**src/rtl/cdt_timer_bank_if.sv**
```systemverilog
// Control/status bundle for cdt_timer_bank: per-channel strobes in, per-channel counts and flags out.
// master = phase sequencer side, slave = timer bank.
interface cdt_timer_bank_if #(
  parameter int CHANNELS = 2,
  parameter int WIDTH    = 8
);
  logic [CHANNELS-1:0]       load;
  logic [WIDTH-1:0]          load_val;
  logic [CHANNELS-1:0]       clear;
  logic [CHANNELS-1:0]       pause;
  logic [CHANNELS-1:0]       minus;
  logic [CHANNELS*WIDTH-1:0] secs;
  logic [CHANNELS-1:0]       zero;
  logic [CHANNELS-1:0]       expired;
  logic                      tick;

  modport master (
    output load, load_val, clear, pause, minus,
    input  secs, zero, expired, tick
  );

  modport slave (
    input  load, load_val, clear, pause, minus,
    output secs, zero, expired, tick
  );
endinterface

```
**src/rtl/cdt_timer_bank.sv**
```systemverilog
// Countdown timer bank: one shared prescaler producing a periodic tick, plus independent
// loadable down-counters with pause, clear, edge-detected minus and optional auto-reload.
module cdt_timer_bank #(
  parameter int CLK_HZ      = 50_000_000,
  parameter int TICK_HZ     = 1,
  parameter int CHANNELS    = 2,
  parameter int WIDTH       = 8,
  parameter bit AUTO_RELOAD = 1'b0
) (
  input  logic                 clk,
  input  logic                 rst_n,
  cdt_timer_bank_if.slave      bus
);
  localparam int DIV = CLK_HZ / TICK_HZ;
  localparam int PW  = (DIV > 2) ? $clog2(DIV) : 1;

  typedef enum logic [1:0] {IDLE, RUN, EXP} state_t;

  logic [PW-1:0]             presc_reg;
  logic                      tick_w;
  logic [CHANNELS*WIDTH-1:0] secs_all;
  logic [CHANNELS-1:0]       zero_all;
  logic [CHANNELS-1:0]       exp_all;

  // Free-running; tick is decoded from the registered count, so it is glitch-free.
  always_ff @(posedge clk or negedge rst_n) begin
    if (!rst_n) begin
      presc_reg <= '0;
    end else if (presc_reg == PW'(DIV - 1)) begin
      presc_reg <= '0;
    end else begin
      presc_reg <= presc_reg + PW'(1);
    end
  end

  assign tick_w = (presc_reg == PW'(DIV - 1));

  genvar gi;
  generate
    for (gi = 0; gi < CHANNELS; gi++) begin : g_ch
      state_t           state_reg;
      logic [WIDTH-1:0] secs_reg;
      logic [WIDTH-1:0] reload_reg;
      logic             minus_q_reg;
      logic             minus_evt;
      logic [1:0]       dec;

      assign minus_evt = bus.minus[gi] & ~minus_q_reg;
      // pause only gates the tick; a minus press still shortens a paused channel
      assign dec = {1'b0, tick_w & ~bus.pause[gi]} + {1'b0, minus_evt};

      always_ff @(posedge clk or negedge rst_n) begin
        if (!rst_n) begin
          state_reg   <= IDLE;
          secs_reg    <= '0;
          reload_reg  <= '0;
          minus_q_reg <= 1'b0;
        end else begin
          minus_q_reg <= bus.minus[gi];
          if (bus.clear[gi]) begin
            state_reg <= IDLE;
            secs_reg  <= '0;
          end else if (bus.load[gi]) begin
            reload_reg <= bus.load_val;
            secs_reg   <= bus.load_val;
            state_reg  <= (bus.load_val != '0) ? RUN : IDLE;
          end else begin
            case (state_reg)
              RUN: begin
                // secs is never 0 in RUN, so dec >= secs implies a real decrement to 0
                if (WIDTH'(dec) >= secs_reg) begin
                  secs_reg  <= '0;
                  state_reg <= EXP;
                end else begin
                  secs_reg <= secs_reg - WIDTH'(dec);
                end
              end
              EXP: begin
                if (AUTO_RELOAD && (reload_reg != '0)) begin
                  secs_reg  <= reload_reg;
                  state_reg <= RUN;
                end else begin
                  state_reg <= IDLE;
                end
              end
              default: state_reg <= IDLE;
            endcase
          end
        end
      end

      assign secs_all[gi*WIDTH +: WIDTH] = secs_reg;
      assign zero_all[gi]                = (secs_reg == '0);
      assign exp_all[gi]                 = (state_reg == EXP);
    end
  endgenerate

  assign bus.secs    = secs_all;
  assign bus.zero    = zero_all;
  assign bus.expired = exp_all;
  assign bus.tick    = tick_w;
endmodule

```
**src/flat_wrapper.sv**
```systemverilog
// flat-port wrapper written by rule: the top's interface ports become plain ports
module cdt_timer_bank_flat 
#(
  parameter int CLK_HZ      = 50_000_000,
  parameter int TICK_HZ     = 1,
  parameter int CHANNELS    = 2,
  parameter int WIDTH       = 8,
  parameter bit AUTO_RELOAD = 1'b0
)
  (clk, rst_n, bus_load, bus_load_val, bus_clear, bus_pause, bus_minus, bus_secs, bus_zero, bus_expired, bus_tick);
  cdt_timer_bank_if #(.CHANNELS(CHANNELS), .WIDTH(WIDTH)) bus_i ();
  input  logic clk;
  input  logic rst_n;
  input wire logic [$bits(bus_i.load)-1:0] bus_load;
  input wire logic [$bits(bus_i.load_val)-1:0] bus_load_val;
  input wire logic [$bits(bus_i.clear)-1:0] bus_clear;
  input wire logic [$bits(bus_i.pause)-1:0] bus_pause;
  input wire logic [$bits(bus_i.minus)-1:0] bus_minus;
  output wire logic [$bits(bus_i.secs)-1:0] bus_secs;
  output wire logic [$bits(bus_i.zero)-1:0] bus_zero;
  output wire logic [$bits(bus_i.expired)-1:0] bus_expired;
  output wire logic [$bits(bus_i.tick)-1:0] bus_tick;
  assign bus_i.load = bus_load;
  assign bus_i.load_val = bus_load_val;
  assign bus_i.clear = bus_clear;
  assign bus_i.pause = bus_pause;
  assign bus_i.minus = bus_minus;
  assign bus_secs = bus_i.secs;
  assign bus_zero = bus_i.zero;
  assign bus_expired = bus_i.expired;
  assign bus_tick = bus_i.tick;
  cdt_timer_bank #(.CLK_HZ(CLK_HZ), .TICK_HZ(TICK_HZ), .CHANNELS(CHANNELS), .WIDTH(WIDTH), .AUTO_RELOAD(AUTO_RELOAD)) u_core (.clk(clk), .rst_n(rst_n), .bus(bus_i));
endmodule
```
**config.mk**
```make
export PLATFORM = sky130hd
export DESIGN_NAME = cdt_timer_bank_flat
export DESIGN_NICKNAME = d
export VERILOG_FILES = /design/src/rtl/cdt_timer_bank_if.sv /design/src/rtl/cdt_timer_bank.sv /design/src/flat_wrapper.sv
export SDC_FILE = /design/constraint.sdc
export NUM_CORES = 1
export LEC_CHECK = 0
export BUFFER_PORTS_ARGS = -buffer_cell sky130_fd_sc_hd__buf_4
export CORE_ASPECT_RATIO = 2
export CORE_UTILIZATION = 57
export DETAILED_ROUTE_END_ITERATION = 6
export PLACE_DENSITY_LB_ADDON = 0.08
export SYNTH_ARGS = -nofsm -noshare
export SYNTH_HDL_FRONTEND = slang
export SYNTH_SLANG_ARGS = --single-unit
```
**constraint.sdc**
```tcl
create_clock -name clk -period 4.5 [get_ports clk]
set_input_delay 0.9 -clock clk [delete_from_list [all_inputs] [get_ports clk]]
set_output_delay 0.9 -clock clk [all_outputs]
set_load 0.01 [all_outputs]
```
==> impl_metrics.py, run 1 <==
metrics = {
    "setup_path": {
        "crit_arrival_ns": 4.15,
        "crit_end": "u_core.g_ch[1].secs_reg[4]$_DFFE_PN0P_",
        "worst-r2r-setup-slack_ns": 0.54,
        "critPathLaunchType": "flip-flop",
        "crit_path_end_kind": "flip-flop",
        "r2r-end": "u_core.g_ch[1].secs_reg[4]$_DFFE_PN0P_",
        "timing.rr.start": "u_core.presc_reg[9]$_DFF_PN0_",
        "path_class": "reg2reg",
        "critPathRequiredTime_ns": 4.69,
        "startpoint": "u_core.presc_reg[9]$_DFF_PN0_",
        "reg2reg_depth": 12,
        "critical_path.max_fanout": 10,
    },
    "clocking": {
        "clk_pin_slew_ns": 0.09,
        "clkLatencyLatePin_ns": 0.30,
        "ctsLongestPathBuffers": 2,
        "cts_resized": 0,
        "clock_sinks": 48,
        "holdBufCountCts": 0,
        "htree_levels": 2,
        "root_buffer": "clkbuf_8",
        "cts_tree": "done",
        "postCtsSetupBuffers": 0,
        "cts_buffers": 5,
    },
    "synthesis": {
        "syn_area_per_cell_um2": 9.32,
        "syn_area_mm2": 0.00280,
        "synth_seq_area_share_pct": 43.0,
        "ys_types": 48,
        "netlist_instances": 300,
        "ys_ff_latch": 48,
        "synth_edf_count": 0,
        "yosysWarnings": 0,
        "synthFlopType": "dfrtp_1",
        "synth_nets": 327,
        "synthArstFlopShare_pct": 100,
    },
    "power": {
        "seq_power_share_pct": 52.3,
        "power.leakage_nw": 1.43,
        "switching_share_pct": 28.2,
        "ir_worst_vdd_uv": 262,
        "pwr-share-comb_pct": 16.7,
        "p_int_mw": 0.636,
        "clkPwrFrac_pct": 31.0,
        "power_density_mw_per_mm2": 276,
        "switching_power_mw": 0.250,
        "totalPowerFinal_mw": 0.886,
    },
    "worst_hold_path": {
        "hold_path.class": "reg2reg",
    },
    "floorplan": {
        "start_util_pct": 60.2,
        "rows": 35,
        "die_h_um": 101,
        "core_mm2": 0.00464,
        "ios": 39,
        "die_area_mm2": 0.00521,
        "die_w_um": 51.5,
    },
    "grt": {
        "grt_max_degree": 49,
        "grt.overflow.total": 0,
        "grt_pass1_vias": 2383,
        "grt_pass1_wl_um": 10800,
        "antenna_found_initial": 0,
        "track_usage_pct": 28.0,
    },
    "finish": {
        "final_nets": 364,
        "layout-drive-gt1-share_pct": 16.3,
        "area_delta_synth_final_pct": 14.8,
        "most-common-layout-cells": "dfrtp_1, buf_4, nand2_1, nor2_1, a21oi_1",
        "largest_reg_flops": 26,
        "finalNonFillerCells": 393,
        "mostFrequentLayoutCell": "dfrtp_1",
        "fillCellCount": 415,
        "n_antenna_cell": 0,
    },
    "detailed_routing": {
        "wl_per_cell_um": 16.9,
        "via_per_inst": 6.24,
        "wl_um": 6640,
        "first_pass_iters": 4,
        "first_iter_violations": 56,
        "ant_nets": 0,
        "vias": 2452,
        "drc_errors": 0,
    },
    "sta": {
        "rsz0062_at_grt": "no",
        "fin_skew_ns": 0.00891,
        "finalCritPeriodShare_pct": 88.0,
        "final_hold_viol_count": 0,
        "setup_viol": 0,
        "slew_viol_final": 0,
        "fmax_ghz": 0.253,
        "fin_crit_ns": 3.96,
        "relSlewSlack_pct": 51.6,
        "setup_tns_ns": 0,
        "tightest_slew_ns": 0.715,
    },
    "placed_design": {
        "dp_hpwl_um": 4980,
        "dp.cells": 385,
        "gp_congestion": 0.936,
        "portBuffers": 38,
    },
    "outcome": {
        "outcome": "finished clean",
    },
    "flow_run": {
        "drv_cap": 0,
    },
}
[final cells by class]
type / count / area [µm²] / area share, %
clock buffer: 7 / 86.3 / 2.69
multi-input combinational: 228 / 1500 / 46.6
sequential: 48 / 1200 / 37.4
clock inverter: 1 / 7.51 / 0.234
inverter: 15 / 56.3 / 1.75
tap: 55 / 68.8 / 2.14
timing repair buffer: 39 / 293 / 9.12
[power by group through the flow]
stage | Sequential, mW | Combinational [mW] | Clock, mW
3_5_place_dp | 0.472 | 0.148 | 0
2_1_floorplan | 0.472 | 0.0811 | 0
5_1_grt | 0.466 | 0.166 | 0.290
3_3_place_gp | 0.471 | 0.148 | 0
6_report | 0.463 | 0.148 | 0.275
4_1_cts | 0.463 | 0.149 | 0.276
[logic make-up after synthesis]
| logic type | Yosys count | share of synthesized area [%] |
|---|---|---|
| XOR/XNOR | 16 | 5.01 |
| AO/OA/AOI/OAI | 67 | 15.7 |
| AND/OR/NAND/NOR | 134 | 27.5 |
| multiplexers | 2 | 0.716 |
| adder cells (fa/ha/maj) | 9 | 4.56 |
| flip-flops | 48 | 43.0 |
| buffers and inverters | 24 | 3.53 |
[per-stage QoR]
stage	worst slack, ns	hold slack [ns]	utilization, %	cell area, µm²
2_1_floorplan	0.751	0.452	-	2800
3_3_place_gp	0.668	0.481	67.1	3120
3_5_place_dp	0.544	0.489	67.1	3120
4_1_cts	0.536	0.504	69.1	3210
5_1_grt	0.263	0.533	69.1	3210
6_report	0.540	0.507	69.1	3210
[cells in the mapped netlist, drive strengths merged, types with 2 or more instances]
cell type,n,area [µm²]
a31oi,3,18.8
or2,2,12.5
nand2,21,78.8
a21oi,20,100
nand3,12,60.1
or3,8,50.1
inv,15,56.3
a221oi,3,26.3
or4,10,78.8
nor2b,14,87.6
xnor2,12,105
a21o,7,52.6
nand2b,2,12.5
o31ai,6,45.0
buf,2,16.3
o21ai,12,60.1
nand4,11,68.8
a211oi,3,22.5
o211ai,2,15.0
nor2,21,78.8
ha,7,87.6
o31a,2,17.5
and3,4,25.0
dfrtp,48,1200
mux2i,2,20.0
nor4b,3,26.3
nor4,9,71.3
a21bo,2,20.0
xor2,4,35.0
a221o,2,20.0
and4,2,17.5
clkbuf,7,26.3
nor3b,3,22.5
nor3,7,35.0
fa,2,40.0
[worst min-delay path by stage]
stage	startpoint	end	slack (ns)	depth (start not counted)
after detailed placement	u_core.presc_reg[11]$_DFF_PN0_	u_core.presc_reg[11]$_DFF_PN0_	0.49	1
after CTS	u_core.presc_reg[11]$_DFF_PN0_	u_core.presc_reg[11]$_DFF_PN0_	0.50	1
after global placement	u_core.presc_reg[11]$_DFF_PN0_	u_core.presc_reg[11]$_DFF_PN0_	0.48	1
after floorplan	u_core.presc_reg[18]$_DFF_PN0_	u_core.presc_reg[18]$_DFF_PN0_	0.45	1
after global routing	u_core.presc_reg[18]$_DFF_PN0_	u_core.presc_reg[18]$_DFF_PN0_	0.53	1
final	u_core.presc_reg[11]$_DFF_PN0_	u_core.presc_reg[11]$_DFF_PN0_	0.51	1
[routing by layer]
layer | track usage [%] | vias to the layer above | part of all wire (%)
li1 | - | 1184 | -
met1 | 28.4 | 1171 | 37
met2 | 52.0 | 77 | 56
met3 | 4.07 | 20 | 2.9
met4 | 15.2 | 0 | 3.8
met5 | 0 | - | 0
[critical path, stage by stage (launching register included)]
cell and delay, ns:
dfrtp_1 0.44, or4_1 0.53, or4_4 0.50, nor4_4 0.28, nor2b_1 0.20, ha_1 0.15, ha_1 0.16, inv_1 0.05
fa_1 0.41, a21bo_2 0.21, nand4_1 0.33, a21o_1 0.27, a221o_1 0.30
(Power assumes the default switching activity.)
==> run 2: changes to the inputs <==
Settings changed: CELL_PAD_IN_SITES_DETAIL_PLACEMENT from default to 1, CELL_PAD_IN_SITES_GLOBAL_PLACEMENT from default to 1, CORE_UTILIZATION 57 to 44, SETUP_SLACK_MARGIN from default to 0.15.
==> impl_metrics.py, run 2 (synthesis results as in run 1) <==
metrics = {
    "setup_path": {
        "cpMostUsedCell": "ha_1",
        "critPathRequiredTime_ns": 4.67,
        "slowest_stage": "or4_1",
        "crit_chain": "or4_1 > or4_4 > nor4_4 > nor2b_1 > ha_1 > ha_1 > inv_1 > fa_1 > a21bo_2 > nand4_1 > a21o_1 > a221o_1",
        "worst-r2r-setup-slack_ns": 0.52,
        "reg2reg_depth": 12,
        "crit_path_end_kind": "flip-flop",
        "crit_arrival_ns": 4.16,
        "crit_path_max_incr_delay_ns": 0.55,
        "timing.rr.start": "u_core.presc_reg[9]$_DFF_PN0_",
        "path_class": "reg2reg",
        "critPathBufInv": 1,
        "crit_family": "simple AND/OR/NAND/NOR gates",
        "r2r-end": "u_core.g_ch[1].secs_reg[4]$_DFFE_PN0P_",
        "critPathLaunchType": "flip-flop",
        "critical_path.max_fanout": 10,
    },
    "detailed_routing": {
        "drc_errors": 0,
        "vias": 2461,
        "first_pass_iters": 4,
        "first_iter_violations": 64,
        "via_per_inst": 5.83,
        "ant_nets": 0,
        "wl_um": 7600,
        "wl_per_cell_um": 18.0,
    },
    "floorplan": {
        "core_mm2": 0.00606,
        "die_w_um": 58.4,
        "rows": 40,
        "die_h_um": 115,
        "die_area_mm2": 0.00670,
        "start_util_pct": 46.2,
        "ios": 39,
    },
    "clocking": {
        "cts_resized": 0,
        "cts_buffers": 5,
        "cts_tree": "done",
        "root_buffer": "clkbuf_16",
        "holdBufCountCts": 0,
        "htree_levels": 2,
        "ctsLongestPathBuffers": 2,
        "clkLatencyLatePin_ns": 0.29,
        "clk_pin_slew_ns": 0.07,
        "clock_sinks": 48,
        "postCtsSetupBuffers": 0,
    },
    "power": {
        "totalPowerFinal_mw": 1.01,
        "ir_worst_vdd_uv": 281,
        "power_density_mw_per_mm2": 305,
        "power.leakage_nw": 1.46,
    },
    "flow_run": {
        "drv_cap": 0,
    },
    "placed_design": {
        "gp_congestion": 0.871,
        "dp_hpwl_um": 5860,
        "place_area_mm2": 0.00315,
        "portBuffers": 38,
    },
    "worst_hold_path": {
        "min_to": "u_core.presc_reg[18]$_DFF_PN0_",
        "hold_path.class": "reg2reg",
        "min_from": "u_core.presc_reg[18]$_DFF_PN0_",
        "hold-path-cell-count": 1,
    },
    "grt": {
        "antenna_found_initial": 0,
        "grt.overflow.total": 0,
        "grt_pass1_wl_um": 12600,
        "grt_pass1_vias": 2648,
        "grt_max_degree": 49,
        "track_usage_pct": 25.2,
    },
    "finish": {
        "fillCellCount": 710,
        "most-common-layout-cells": "dfrtp_1, buf_4, nand2_1, nor2_1, a21oi_1",
        "fin_area_mm2": 0.00331,
        "layout-drive-gt1-share_pct": 16.6,
        "largest_reg_flops": 26,
        "utilization_pct": 54.6,
        "area_delta_synth_final_pct": 18.2,
        "final_nets": 364,
        "mostFrequentLayoutCell": "dfrtp_1",
        "n_antenna_cell": 0,
    },
    "sta": {
        "relSlewSlack_pct": 49.4,
        "final_hold_viol_count": 0,
        "setup_viol": 0,
        "fin_skew_ns": 0.00541,
        "finalCritPeriodShare_pct": 88.5,
        "setup_tns_ns": 0,
        "tightest_slew_ns": 0.748,
        "rsz0062_at_grt": "no",
        "fin_crit_ns": 3.98,
        "fmax_ghz": 0.251,
        "slew_viol_final": 0,
    },
    "outcome": {
        "outcome": "finished clean",
    },
}
[run 2: how the worst max path moves through the flow]
stage | endpoint | startpoint | slack (ns) | depth (start not counted)
floorplan | u_core.g_ch[1].secs_reg[4]$_DFFE_PN0P_ | u_core.presc_reg[9]$_DFF_PN0_ | 0.75 | 12
finish | u_core.g_ch[1].secs_reg[4]$_DFFE_PN0P_ | u_core.presc_reg[9]$_DFF_PN0_ | 0.52 | 12
global placement | u_core.g_ch[1].secs_reg[4]$_DFFE_PN0P_ | u_core.presc_reg[9]$_DFF_PN0_ | 0.66 | 12
detailed placement | u_core.g_ch[1].secs_reg[4]$_DFFE_PN0P_ | u_core.presc_reg[9]$_DFF_PN0_ | 0.55 | 12
global route | u_core.g_ch[1].secs_reg[4]$_DFFE_PN0P_ | u_core.presc_reg[9]$_DFF_PN0_ | 0.26 | 12
CTS | u_core.g_ch[1].secs_reg[4]$_DFFE_PN0P_ | u_core.presc_reg[9]$_DFF_PN0_ | 0.52 | 12
[run 2: power breakdown]
group	leakage, nW	switching (mW)	total, mW	internal [mW]
Sequential	0.637	0.0186	0.463	0.444
Clock	0.0691	0.171	0.393	0.221
Combinational	0.753	0.0861	0.154	0.0675
[run 2: worst register-to-register path: cells and delay by family (launching register included)]
family | cells | cell delay [ns]
adder cells (fa/ha/maj) | 3 | 0.71
buffers and inverters | 1 | 0.05
AO/OA/AOI/OAI | 3 | 0.81
AND/OR/NAND/NOR | 5 | 1.86
flip-flops | 1 | 0.42
[run 2: area by class of cell]
| type | instances | area [µm²] | share of cell area [%] |
|---|---|---|---|
| Timing Repair Buffer | 39 | 293 | 8.86 |
| Clock inverter | 2 | 15.0 | 0.454 |
| Inverter | 15 | 56.3 | 1.70 |
| Multi-Input combinational cell | 228 | 1500 | 45.3 |
| Sequential cell | 48 | 1200 | 36.3 |
| Tap cell | 84 | 105 | 3.18 |
| Clock buffer | 6 | 139 | 4.20 |
[run 2: metrics by stage]
stage	std cells	worst slack [ns]	hold slack (ns)
after detailed placement	414	0.550	0.477
after global routing	422	0.265	0.511
final	422	0.516	0.494
after CTS	422	0.523	0.490
after floorplan	300	0.751	0.452
after global placement	414	0.656	0.477
[run 2: layer usage]
layer | share of wire [%] | global-route usage [%] | routed length (µm)
met5 | 0 | 0 | 0
met2 | 61 | 51.1 | 4610
met4 | 2.1 | 8.89 | 159
met3 | 1.9 | 3.71 | 145
met1 | 35 | 24.1 | 2690
==> run 3: changes to the inputs <==
Settings changed: CORE_UTILIZATION 44 to 40, PLACE_DENSITY_LB_ADDON 0.08 to 0.1.
==> impl_metrics.py, run 3 (synthesis results as in run 1) <==
metrics = {
    "finish": {
        "mostFrequentLayoutCell": "dfrtp_1",
        "n_antenna_cell": 0,
        "largest_reg_flops": 26,
        "multi_input_area_mm2": 0.00150,
        "layout-drive-gt1-share_pct": 16.6,
        "area.sequential_mm2": 0.00120,
        "utilization_pct": 50.5,
        "fillCellCount": 800,
        "area_delta_synth_final_pct": 20.6,
        "most-common-layout-cells": "dfrtp_1, buf_4, nand2_1, nor2_1, a21oi_1",
        "final_nets": 364,
    },
    "clocking": {
        "htree_levels": 2,
        "root_buffer": "clkbuf_16",
        "clk_pin_slew_ns": 0.07,
        "cts_tree": "done",
        "ctsLongestPathBuffers": 2,
        "cts_resized": 0,
        "clkLatencyLatePin_ns": 0.29,
        "holdBufCountCts": 0,
        "cts_buffers": 5,
        "clock_sinks": 48,
        "postCtsSetupBuffers": 0,
    },
    "sta": {
        "fin_hold_ws_ns": 0.496,
        "fin_ws_ns": 0.574,
        "relSlewSlack_pct": 44.9,
        "rsz0062_at_grt": "no",
        "slew_viol_final": 0,
        "finalCritPeriodShare_pct": 87.2,
        "final_hold_viol_count": 0,
        "fin_skew_ns": 0.00933,
        "setup_tns_ns": 0,
        "fmax_ghz": 0.255,
        "fin_crit_ns": 3.93,
        "setup_viol": 0,
        "tightest_slew_ns": 0.815,
    },
    "floorplan": {
        "die_h_um": 120,
        "die_w_um": 61.1,
        "ios": 39,
        "start_util_pct": 41.9,
        "rows": 42,
        "core_mm2": 0.00667,
        "die_area_mm2": 0.00735,
    },
    "setup_path": {
        "crit_arrival_ns": 4.09,
        "r2r-end": "u_core.g_ch[1].secs_reg[3]$_DFFE_PN0P_",
        "critPathLaunchType": "flip-flop",
        "worst-r2r-setup-slack_ns": 0.57,
        "path_class": "reg2reg",
        "timing.rr.start": "u_core.presc_reg[9]$_DFF_PN0_",
        "critPathRequiredTime_ns": 4.66,
        "crit_path_end_kind": "flip-flop",
        "reg2reg_depth": 12,
        "critical_path.max_fanout": 10,
    },
    "placed_design": {
        "dp_hpwl_um": 6000,
        "gp_congestion": 0.848,
        "portBuffers": 38,
        "dpl_worst_slack_ns": 0.620,
    },
    "grt": {
        "grt_max_degree": 49,
        "grt.overflow.total": 0,
        "antenna_found_initial": 0,
        "track_usage_pct": 24.1,
        "grt_pass1_wl_um": 13000,
        "grt_pass1_vias": 2663,
    },
    "detailed_routing": {
        "ant_nets": 0,
        "wl_um": 7860,
        "vias": 2479,
        "via_per_inst": 5.82,
        "wl_per_cell_um": 18.5,
        "first_pass_iters": 4,
        "first_iter_violations": 114,
        "drc_errors": 0,
    },
    "power": {
        "power.leakage_nw": 1.49,
        "totalPowerFinal_mw": 1.16,
        "power_density_mw_per_mm2": 345,
        "ir_worst_vdd_uv": 288,
    },
    "worst_hold_path": {
        "hold_path.class": "reg2reg",
        "min_to": "u_core.presc_reg[18]$_DFF_PN0_",
        "hold-path-cell-count": 1,
        "min_from": "u_core.presc_reg[18]$_DFF_PN0_",
    },
    "flow_run": {
        "drv_cap": 0,
    },
    "outcome": {
        "outcome": "finished clean",
    },
}
## run 3: cell types whose count changed in the layout (fill, tap and decap cells not counted), sizes merged
cell | before | now
clkinvlp | 2 | 0
clkbuf | 6 | 5
bufinv | 0 | 3
## run 3: final cells by class
cell class	count	area share [%]
Multi-Input combinational cell	228	44.4
Sequential cell	48	35.6
Timing Repair Buffer	39	8.68
Clock buffer	5	3.71
Tap cell	88	3.27
Clock inverter	3	2.67
Inverter	15	1.67
## run 3: stage by stage
step,cells,area [µm²]
global route,426,3370
CTS,426,3370
global placement,418,3160
finish,426,3370
floorplan,300,2800
detailed placement,418,3160
## run 3: routing by layer
layer | GRT usage (%) | share of wire (%) | vias up
met3 | 2.57 | 1.9 | 16
met1 | 25.5 | 37 | 1240
met5 | 0 | 0 | -
met2 | 44.4 | 58 | 47
li1 | - | - | 1176
met4 | 11.1 | 3.5 | 0
## run 3: worst max path at each step
stage / startpoint / to / slack (ns) / depth (start not counted)
4_1_cts: u_core.presc_reg[9]$_DFF_PN0_ / u_core.g_ch[1].secs_reg[4]$_DFFE_PN0P_ / 0.57 / 12
3_5_place_dp: u_core.presc_reg[9]$_DFF_PN0_ / u_core.g_ch[1].secs_reg[4]$_DFFE_PN0P_ / 0.62 / 12
3_3_place_gp: u_core.presc_reg[9]$_DFF_PN0_ / u_core.g_ch[1].secs_reg[4]$_DFFE_PN0P_ / 0.72 / 12
2_1_floorplan: u_core.presc_reg[9]$_DFF_PN0_ / u_core.g_ch[1].secs_reg[4]$_DFFE_PN0P_ / 0.75 / 12
5_1_grt: u_core.presc_reg[9]$_DFF_PN0_ / u_core.g_ch[1].secs_reg[4]$_DFFE_PN0P_ / 0.35 / 12
6_report: u_core.presc_reg[9]$_DFF_PN0_ / u_core.g_ch[1].secs_reg[3]$_DFFE_PN0P_ / 0.57 / 12
## run 3: power breakdown
group | leakage (nW) | internal (mW) | switching [mW] | total, mW
Combinational | 0.753 | 0.0674 | 0.0859 | 0.153
Sequential | 0.637 | 0.444 | 0.0196 | 0.464
Clock | 0.104 | 0.375 | 0.172 | 0.547
Total | 1.49 | 0.887 | 0.278 | 1.16
## run 3: worst max-delay path, cell delays in order, from the launching register on
cell and delay (ns):
dfrtp_1 0.43, or4_1 0.53, or4_4 0.50, nor4_4 0.20, nor2b_1 0.20, ha_1 0.15
ha_1 0.17, inv_1 0.06, fa_1 0.40, a21bo_2 0.21, nand4_1 0.35, a221oi_1 0.46
a221oi_1 0.12
